`src/rtl/sdram_access_arbiter.sv`:
```
// sdram_access_arbiter: three-way arbiter (refresh > QSPI read > USB write)
// in front of a single SDRAM controller command port.
// Optional feature macro: SDRAM_ARB_STARVE_GUARD_EN. When it is defined,
// the USB port is promoted above QSPI after STARVE_MAX consecutive QSPI
// wins that occur while USB is waiting.
module sdram_access_arbiter #(
    parameter int ADDR_W     = 24,
    parameter int LEN_W      = 9,
    parameter int STARVE_MAX = 8
) (
    input  logic              sd_clk,
    input  logic              rst,
    input  logic              ref_req,
    output logic              ref_ack,
    input  logic              qrd_req,
    input  logic [ADDR_W-1:0] qrd_addr,
    input  logic [LEN_W-1:0]  qrd_len,
    output logic              qrd_gnt,
    output logic              qrd_done,
    input  logic              uwr_req,
    input  logic [ADDR_W-1:0] uwr_addr,
    input  logic [LEN_W-1:0]  uwr_len,
    output logic              uwr_gnt,
    output logic              uwr_done,
    output logic              ctl_cmd_valid,
    output logic [1:0]        ctl_cmd,
    output logic [ADDR_W-1:0] ctl_addr,
    output logic [LEN_W-1:0]  ctl_len,
    input  logic              ctl_cmd_ready,
    input  logic              ctl_done,
    output logic [1:0]        owner,
    output logic              busy
);

    typedef enum logic [1:0] {ST_IDLE, ST_ISSUE, ST_WAIT} state_t;

    // Source encoding doubles as the controller command and the owner code.
    localparam logic [1:0] SRC_NONE = 2'b00;
    localparam logic [1:0] SRC_QRD  = 2'b01;
    localparam logic [1:0] SRC_UWR  = 2'b10;
    localparam logic [1:0] SRC_REF  = 2'b11;

    state_t            state_q, state_d;
    logic [1:0]        win_q, win_d;
    logic [ADDR_W-1:0] addr_q, addr_d;
    logic [LEN_W-1:0]  len_q, len_d;
    logic [1:0]        win_sel;
    logic              usb_force;
    logic              handshake;

`ifdef SDRAM_ARB_STARVE_GUARD_EN
    localparam int CNT_W = $clog2(STARVE_MAX + 1);

    logic [CNT_W-1:0] starve_q, starve_d;

    assign usb_force = (starve_q == CNT_W'(STARVE_MAX));

    // Starvation counter: count QSPI grants taken while USB waits, clear on USB grant.
    always_comb begin
        starve_d = starve_q;
        if (uwr_gnt) begin
            starve_d = '0;
        end else if (qrd_gnt && uwr_req && !usb_force) begin
            starve_d = starve_q + 1'b1;
        end
    end

    // Starvation counter register.
    always_ff @(posedge sd_clk) begin
        if (rst) begin
            starve_q <= '0;
        end else begin
            starve_q <= starve_d;
        end
    end
`else
    // Strict priority: USB never overtakes QSPI (STARVE_MAX has no effect here,
    // the comparison is a constant false).
    assign usb_force = (STARVE_MAX < 0);
`endif

    // Winner selection among the currently asserted requests.
    always_comb begin
        win_sel = SRC_NONE;
        if (ref_req) begin
            win_sel = SRC_REF;
        end else if (usb_force && uwr_req) begin
            win_sel = SRC_UWR;
        end else if (qrd_req) begin
            win_sel = SRC_QRD;
        end else if (uwr_req) begin
            win_sel = SRC_UWR;
        end
    end

    // State, winner and latched command registers.
    always_ff @(posedge sd_clk) begin
        if (rst) begin
            state_q <= ST_IDLE;
            win_q   <= SRC_NONE;
            addr_q  <= '0;
            len_q   <= '0;
        end else begin
            state_q <= state_d;
            win_q   <= win_d;
            addr_q  <= addr_d;
            len_q   <= len_d;
        end
    end

    // Next-state logic: latch the winner in IDLE, hand off in ISSUE, wait for completion.
    always_comb begin
        state_d = state_q;
        win_d   = win_q;
        addr_d  = addr_q;
        len_d   = len_q;
        unique case (state_q)
            ST_IDLE: begin
                if (win_sel != SRC_NONE) begin
                    state_d = ST_ISSUE;
                    win_d   = win_sel;
                    case (win_sel)
                        SRC_QRD: begin
                            addr_d = qrd_addr;
                            len_d  = qrd_len;
                        end
                        SRC_UWR: begin
                            addr_d = uwr_addr;
                            len_d  = uwr_len;
                        end
                        default: begin
                            addr_d = '0;
                            len_d  = '0;
                        end
                    endcase
                end
            end
            ST_ISSUE: begin
                if (ctl_cmd_ready) begin
                    state_d = ST_WAIT;
                end
            end
            ST_WAIT: begin
                if (ctl_done) begin
                    state_d = ST_IDLE;
                    win_d   = SRC_NONE;
                end
            end
            default: begin
                state_d = ST_IDLE;
                win_d   = SRC_NONE;
            end
        endcase
    end

    // Outputs decoded from the current state and the registered winner.
    always_comb begin
        handshake     = (state_q == ST_ISSUE) && ctl_cmd_ready;
        ctl_cmd_valid = (state_q == ST_ISSUE);
        ctl_cmd       = (state_q == ST_ISSUE) ? win_q : 2'b00;
        ctl_addr      = addr_q;
        ctl_len       = len_q;
        ref_ack       = handshake && (win_q == SRC_REF);
        qrd_gnt       = handshake && (win_q == SRC_QRD);
        uwr_gnt       = handshake && (win_q == SRC_UWR);
        qrd_done      = (state_q == ST_WAIT) && ctl_done && (win_q == SRC_QRD);
        uwr_done      = (state_q == ST_WAIT) && ctl_done && (win_q == SRC_UWR);
        owner         = (state_q == ST_IDLE) ? SRC_NONE : win_q;
        busy          = (state_q != ST_IDLE);
    end

endmodule

```
`config.mk`:
```
export PLATFORM = sky130hd
export DESIGN_NAME = sdram_access_arbiter
export DESIGN_NICKNAME = d
export VERILOG_FILES = /design/src/rtl/sdram_access_arbiter.sv
export SDC_FILE = /design/constraint.sdc
export NUM_CORES = 1
export LEC_CHECK = 0
export CORE_MARGIN = 2
export CORE_UTILIZATION = 35
export CTS_CLUSTER_SIZE = 12
export DETAILED_ROUTE_END_ITERATION = 12
export PLACE_DENSITY_LB_ADDON = 0.2
export SETUP_SLACK_MARGIN = 0.02
export SYNTH_ARGS = -nofsm -noshare
export SYNTH_HDL_FRONTEND = slang
export SYNTH_SLANG_ARGS = --single-unit
```
`constraint.sdc`:
```
create_clock -name sd_clk -period 1.9 [get_ports sd_clk]
set_input_delay 0.57 -clock sd_clk [delete_from_list [all_inputs] [get_ports sd_clk]]
set_output_delay 0.57 -clock sd_clk [all_outputs]
set_load 0.005 [all_outputs]
```
==> flow_metrics.py, run 1 <==
metrics = {
    "grt": {
        "overflow": 0,
        "grt_max_degree": 39,
        "grt_pass1_vias": 1814,
        "grt_pass1_wl_um": 8350,
        "antenna_found_initial": 0,
        "track_usage_pct": 19.5,
    },
    "critical_path": {
        "arrival_ns": 1.27,
        "max_stage_delay_ns": 0.33,
        "cp-end-kind": "output pin",
        "cp_top_family": "buffers and inverters",
        "criticalPathCategory": "flip-flop to output pin",
        "crit_buf_inv": 2,
        "slowest_stage": "dfxtp_2",
        "critPathLaunchType": "flip-flop",
        "cp_max_fo": 3,
        "required_ns": 1.33,
        "cp_cell_sequence": "nor2b_4 -> buf_4 -> and2_1 -> dlygate4sd2_1",
    },
    "sta": {
        "finalCritPeriodShare_pct": 96.7,
        "setup_viol": 0,
        "rsz0062_at_grt": "yes",
        "fin_worst_skew_ns": 0.00487,
        "tightest_slew_ns": 0.423,
        "fin_hold_ws_ns": 0.463,
        "slew_viol_final": 0,
        "finalHoldViolations": 0,
        "clock.fmax_mhz": 544,
        "finalCriticalPeriod_ns": 1.84,
        "relSlewSlack_pct": 71.1,
    },
    "routing": {
        "vias": 1881,
        "drt_wl_total_um": 5230,
        "met3_length_um": 364,
        "routedWlPerCell_um": 13.6,
        "top_layer_used": "met4",
        "wl_met2_um": 2640,
        "vias_per_cell": 4.89,
        "drt_iter0_markers": 71,
        "drt_pass1_iterations": 4,
        "wl_met1_um": 2140,
        "route.detailed.drc": 0,
        "ant_nets": 0,
    },
    "finish": {
        "final_cell_area_um2": 3160,
        "mostFrequentLayoutCells": "clkdlybuf4s50_1, dfxtp_1, nand2_1",
        "final_layout_size_suffix_gt1_share_pct": 14.8,
        "nNetsFinal": 390,
        "antenna_cells": 0,
        "final_common_cell": "clkdlybuf4s50_1",
        "final_util_pct": 66.8,
        "syn_to_final_growth_pct": 83.3,
    },
    "clock_tree": {
        "cts-root-buf": "clkbuf_8",
        "cts_hold_buf": 0,
        "clock_latency_ns": 0.29,
        "cts_sinks": 37,
        "cts_tree": "yes",
        "clockBufferDepth": 2,
        "clk_pin_slew_worst_paths_ns": 0.07,
        "cts_made_buffers": 5,
        "htree_levels": 2,
    },
    "yosys": {
        "synth_area_leader_cell": "dfxtp_1",
        "synth_warnings": 0,
        "yosysSeqAreaShare_pct": 43.0,
        "synth_mux_area_share_pct": 0,
        "yosys.area_share.simple_pct": 15.3,
        "postSynthCellCount": 191,
        "synthXorXnorAreaFrac_pct": 0,
        "synth-seq-cells": 37,
        "synth_compound_area_share_pct": 33.2,
        "synth_top_family_by_area": "compound AO/OA/AOI/OAI gates",
        "syn_avg_cell_area_um2": 9.01,
        "synth.top_cell.area_share_pct": 43.0,
        "yosys.cell_types.count": 30,
        "synth_area_leaders": "dfxtp_1, a22o_1, o2bb2ai_1",
        "synth_fa_ha_area_share_pct": 0,
        "synth_area_um2": 1720,
        "synth_nets": 264,
    },
    "die": {
        "dieArea_um2": 5500,
        "initial_utilization_pct": 36.5,
        "die_w_um": 74.1,
        "rows": 25,
        "pin_count": 117,
        "die_y_um": 74.1,
        "coreArea_um2": 4720,
    },
    "flow_run": {
        "cap_violations": 0,
    },
    "status": {
        "status": "complete, no violations",
    },
    "pwr": {
        "p_total_mw": 2.14,
        "peakVddDrop_v": 0.000430,
        "p_leak_nw": 1.23,
        "powerDensity_nw_per_um2": 677,
    },
    "hold_path": {
        "hp-class": "flip-flop to flip-flop",
    },
    "place": {
        "port_buffers": 116,
        "dp_hpwl_um": 3870,
        "dpl_cell_area_um2": 2990,
        "gp_congestion": 0.758,
    },
}
==> registers in the layout, indices dropped and copies added (netlist names) <==
signal	flops
ctl_addr	24
ctl_len	9
state_q	2
win_q	2
==> what timing repair did <==
item	4_1_cts	5_1_grt
pin swaps	1	1
gates resized for setup	33	6
setup buffers	3	1
endpoints found under the setup margin	11	4
==> per-stage QoR <==
stage / TNS (ns) / setup slack, ns / std cells
after global placement: -5.50 / -0.464 / 373
after detailed placement: -6.17 / -0.508 / 373
after floorplan: 0 / 0.266 / 191
after global routing: 0 / 0.0134 / 385
after CTS: 0 / 0.0145 / 384
final: 0 / 0.0626 / 385
==> kinds of logic after synthesis <==
logic type	count (synthesis)
AOI/OAI and AO/OA	75
and+or+nand+nor	56
DFF	37
buffers and inverters	23
==> area by class of cell <==
| class | count | area (µm²) |
|---|---|---|
| tap | 67 | 83.8 |
| fill | 391 | 1570 |
| clock inverter | 3 | 65.1 |
| inverter | 4 | 15.0 |
| timing repair buffer | 138 | 1330 |
| clock buffer | 5 | 68.8 |
| multi-input combinational | 131 | 851 |
| sequential | 37 | 746 |
==> synth_stat cells, drive strengths merged <==
master and count:
or3 1, o21ai 17, a221o 1, nor4 1
buf 12, nor2 9, nand3b 1, nor4b 1
a22oi 16, nor3 3, nand2 35, and2 2
dfxtp 37, o2bb2ai 16, a211oi 1, clkbuf 7
a211o 1, o32ai 1, a22o 16, o21a 1
a21oi 3, or4 1, nor2b 2, inv 4
a2111oi 2
==> routing by layer <==
metal,global-route usage [%],vias to the layer above
li1,-,953
met1,22.6,864
met2,34.4,56
met3,6.10,8
met4,6.06,0
met5,0,-
==> final timing paths <==
kind           startpoint      endpoint  slack [ns]  depth (start not counted)
max            state_q[0]    ctl_cmd[1]        0.06                          4
min          ctl_addr[13]  ctl_addr[13]        0.46                          1
max reg2reg    state_q[0]    ctl_len[2]        0.38                          8
min reg2reg  ctl_addr[13]  ctl_addr[13]        0.46                          1
==> power by group <==
part           switching, mW  internal [mW]  leakage (nW)
Sequential            0.0252          0.820         0.303
Clock                  0.271          0.521        0.0681
Combinational          0.185          0.315         0.863
Power figures use the tool's default switching activity.
==> run 2: changes to the inputs <==
--- a/config.mk
+++ b/config.mk
@@ -5,10 +5,10 @@
 export SDC_FILE = /design/constraint.sdc
 export NUM_CORES = 1
 export LEC_CHECK = 0
-export CORE_MARGIN = 2
 export CORE_UTILIZATION = 35
 export CTS_CLUSTER_SIZE = 12
 export DETAILED_ROUTE_END_ITERATION = 12
+export GPL_TIMING_DRIVEN = 0
 export PLACE_DENSITY_LB_ADDON = 0.2
 export SETUP_SLACK_MARGIN = 0.02
 export SYNTH_ARGS = -nofsm -noshare
==> run 2 against run 1 <==
Net effect:
- highest routed layer unchanged
- clock-buffer cell count is 3 higher
- register-to-register slack worse by 0.21 ns
- clock power is 35% lower
- first-iteration DRC count is 11% higher
==> flow_metrics.py, run 2 (synthesis results as in run 1) <==
metrics = {
    "critical_path": {
        "cp-startpoint": "state_q[0]",
        "critPathLaunchType": "flip-flop",
        "required_ns": 1.33,
        "criticalPathCategory": "flip-flop to output pin",
        "cp-end-kind": "output pin",
        "arrival_ns": 1.28,
        "cp_max_fo": 5,
        "worstReg2RegStart": "state_q[1]",
    },
    "routing": {
        "drt_pass1_iterations": 4,
        "ant_nets": 0,
        "vias_per_cell": 4.96,
        "routedWlPerCell_um": 14.0,
        "drt_iter0_markers": 79,
        "route.detailed.drc": 0,
        "vias": 1941,
        "drt_wl_total_um": 5470,
    },
    "hold_path": {
        "min-delay-start": "ctl_addr[1]",
        "hp-class": "flip-flop to flip-flop",
    },
    "grt": {
        "overflow": 0,
        "antenna_found_initial": 0,
        "grt_pass1_vias": 1897,
        "grt_pass1_wl_um": 8920,
        "grt_max_degree": 11,
        "track_usage_pct": 22.0,
    },
    "place": {
        "dpl_cell_area_um2": 2950,
        "port_buffers": 114,
        "dp_hpwl_um": 4050,
        "dp_cells": 372,
        "gp_congestion": 0.762,
    },
    "finish": {
        "final_layout_size_suffix_gt1_share_pct": 14.2,
        "final_cell_area_um2": 3140,
        "largest_register_ffs": 24,
        "syn_to_final_growth_pct": 82.3,
        "nNetsFinal": 396,
        "instances_no_fill": 391,
        "antenna_cells": 0,
        "final_common_cell": "clkdlybuf4s50_1",
        "final_util_pct": 66.4,
        "mostFrequentLayoutCells": "clkdlybuf4s50_1, dfxtp_1, nand2_1",
    },
    "clock_tree": {
        "cts_tree": "yes",
        "clockBufferDepth": 2,
        "cts-root-buf": "clkbuf_8",
        "cts_sinks": 37,
        "clock_latency_ns": 0.28,
        "htree_levels": 2,
        "cts_made_buffers": 5,
        "clk_pin_slew_worst_paths_ns": 0.07,
    },
    "die": {
        "die_y_um": 72.1,
        "initial_utilization_pct": 36.5,
        "dieArea_um2": 5200,
        "rows": 25,
        "coreArea_um2": 4720,
        "die_w_um": 72.1,
        "pin_count": 117,
    },
    "sta": {
        "tightest_slew_ns": 0.692,
        "relSlewSlack_pct": 53.5,
        "setup_viol": 0,
        "finalHoldViolations": 0,
        "finalSetupTns_ns": 0,
        "finalCritPeriodShare_pct": 97.6,
        "rsz0062_at_grt": "yes",
        "clock.fmax_mhz": 539,
        "slew_viol_final": 0,
        "fin_worst_skew_ns": 0.00565,
        "finalCriticalPeriod_ns": 1.85,
    },
    "pwr": {
        "p_leak_nw": 1.24,
        "p_total_mw": 1.88,
        "powerDensity_nw_per_um2": 599,
        "peakVddDrop_v": 0.000382,
    },
    "status": {
        "status": "complete, no violations",
    },
    "flow_run": {
        "cap_violations": 0,
    },
}
## run 2: cell count changes in the layout (fill, tap and decap cells not counted), moves of 2 or more
cell | previous run | this run
buf_12 | 2 | 0
buf_4 | 17 | 10
buf_6 | 3 | 11
bufinv_16 | 2 | 0
clkbuf_1 | 0 | 9
clkdlybuf4s50_1 | 102 | 99
dlygate4sd2_1 | 6 | 8
nor3_1 | 2 | 0
nor3_2 | 1 | 3
## run 2: per-stage QoR
stage          worst slack (ns)  hold WS [ns]
6_report                 0.0464         0.463
5_1_grt                 -0.0252         0.486
4_1_cts                  0.0159         0.471
3_5_place_dp             -0.559         0.448
3_3_place_gp             -0.536         0.443
2_1_floorplan             0.266         0.456
## run 2: path summary, 6_finish.rpt
check / end / slack (ns) / cells after the start
max: ref_ack / 0.05 / 6
min reg2reg: ctl_addr[1] / 0.46 / 1
max reg2reg: ctl_addr[23] / 0.17 / 5
min: ctl_addr[1] / 0.46 / 1
## run 2: repair_timing
action	CTS	global route
hold buffers	0	0
resized for setup	35	13
endpoints found under the setup margin	41	36
setup buffers	7	3
pin swaps	4	3
gates cloned	0	1
## run 2: final cells by class
type / count / area (µm²)
Inverter: 4 / 15.0
Tap cell: 67 / 83.8
Sequential cell: 37 / 743
Buffer: 19 / 146
Multi-Input combinational cell: 131 / 866
Fill cell: 410 / 1590
Clock buffer: 8 / 80.1
Timing Repair Buffer: 125 / 1200
## run 2: routing by layer
layer  global-route usage, %  vias up  wire length (µm)
li1                        -      963                 -
met1                    26.5      894              2320
met2                    37.0       71              2650
met3                    5.69       13               352
met4                    9.59        0               143
met5                       0        -                 0
## run 2: critical path, cell delays in order, from the launching register on
cell and delay [ns]:
dfxtp_2 0.32, buf_6 0.11, nor2b_4 0.17, buf_6 0.11, nand2_4 0.05, nor3_2 0.10
buf_2 0.13
## run 2: power by group
group          internal, mW  leakage, nW  switching, mW
Combinational         0.318        0.895          0.199
Sequential            0.821        0.303         0.0252
Clock                 0.260       0.0395          0.257
Total                  1.40         1.24          0.481
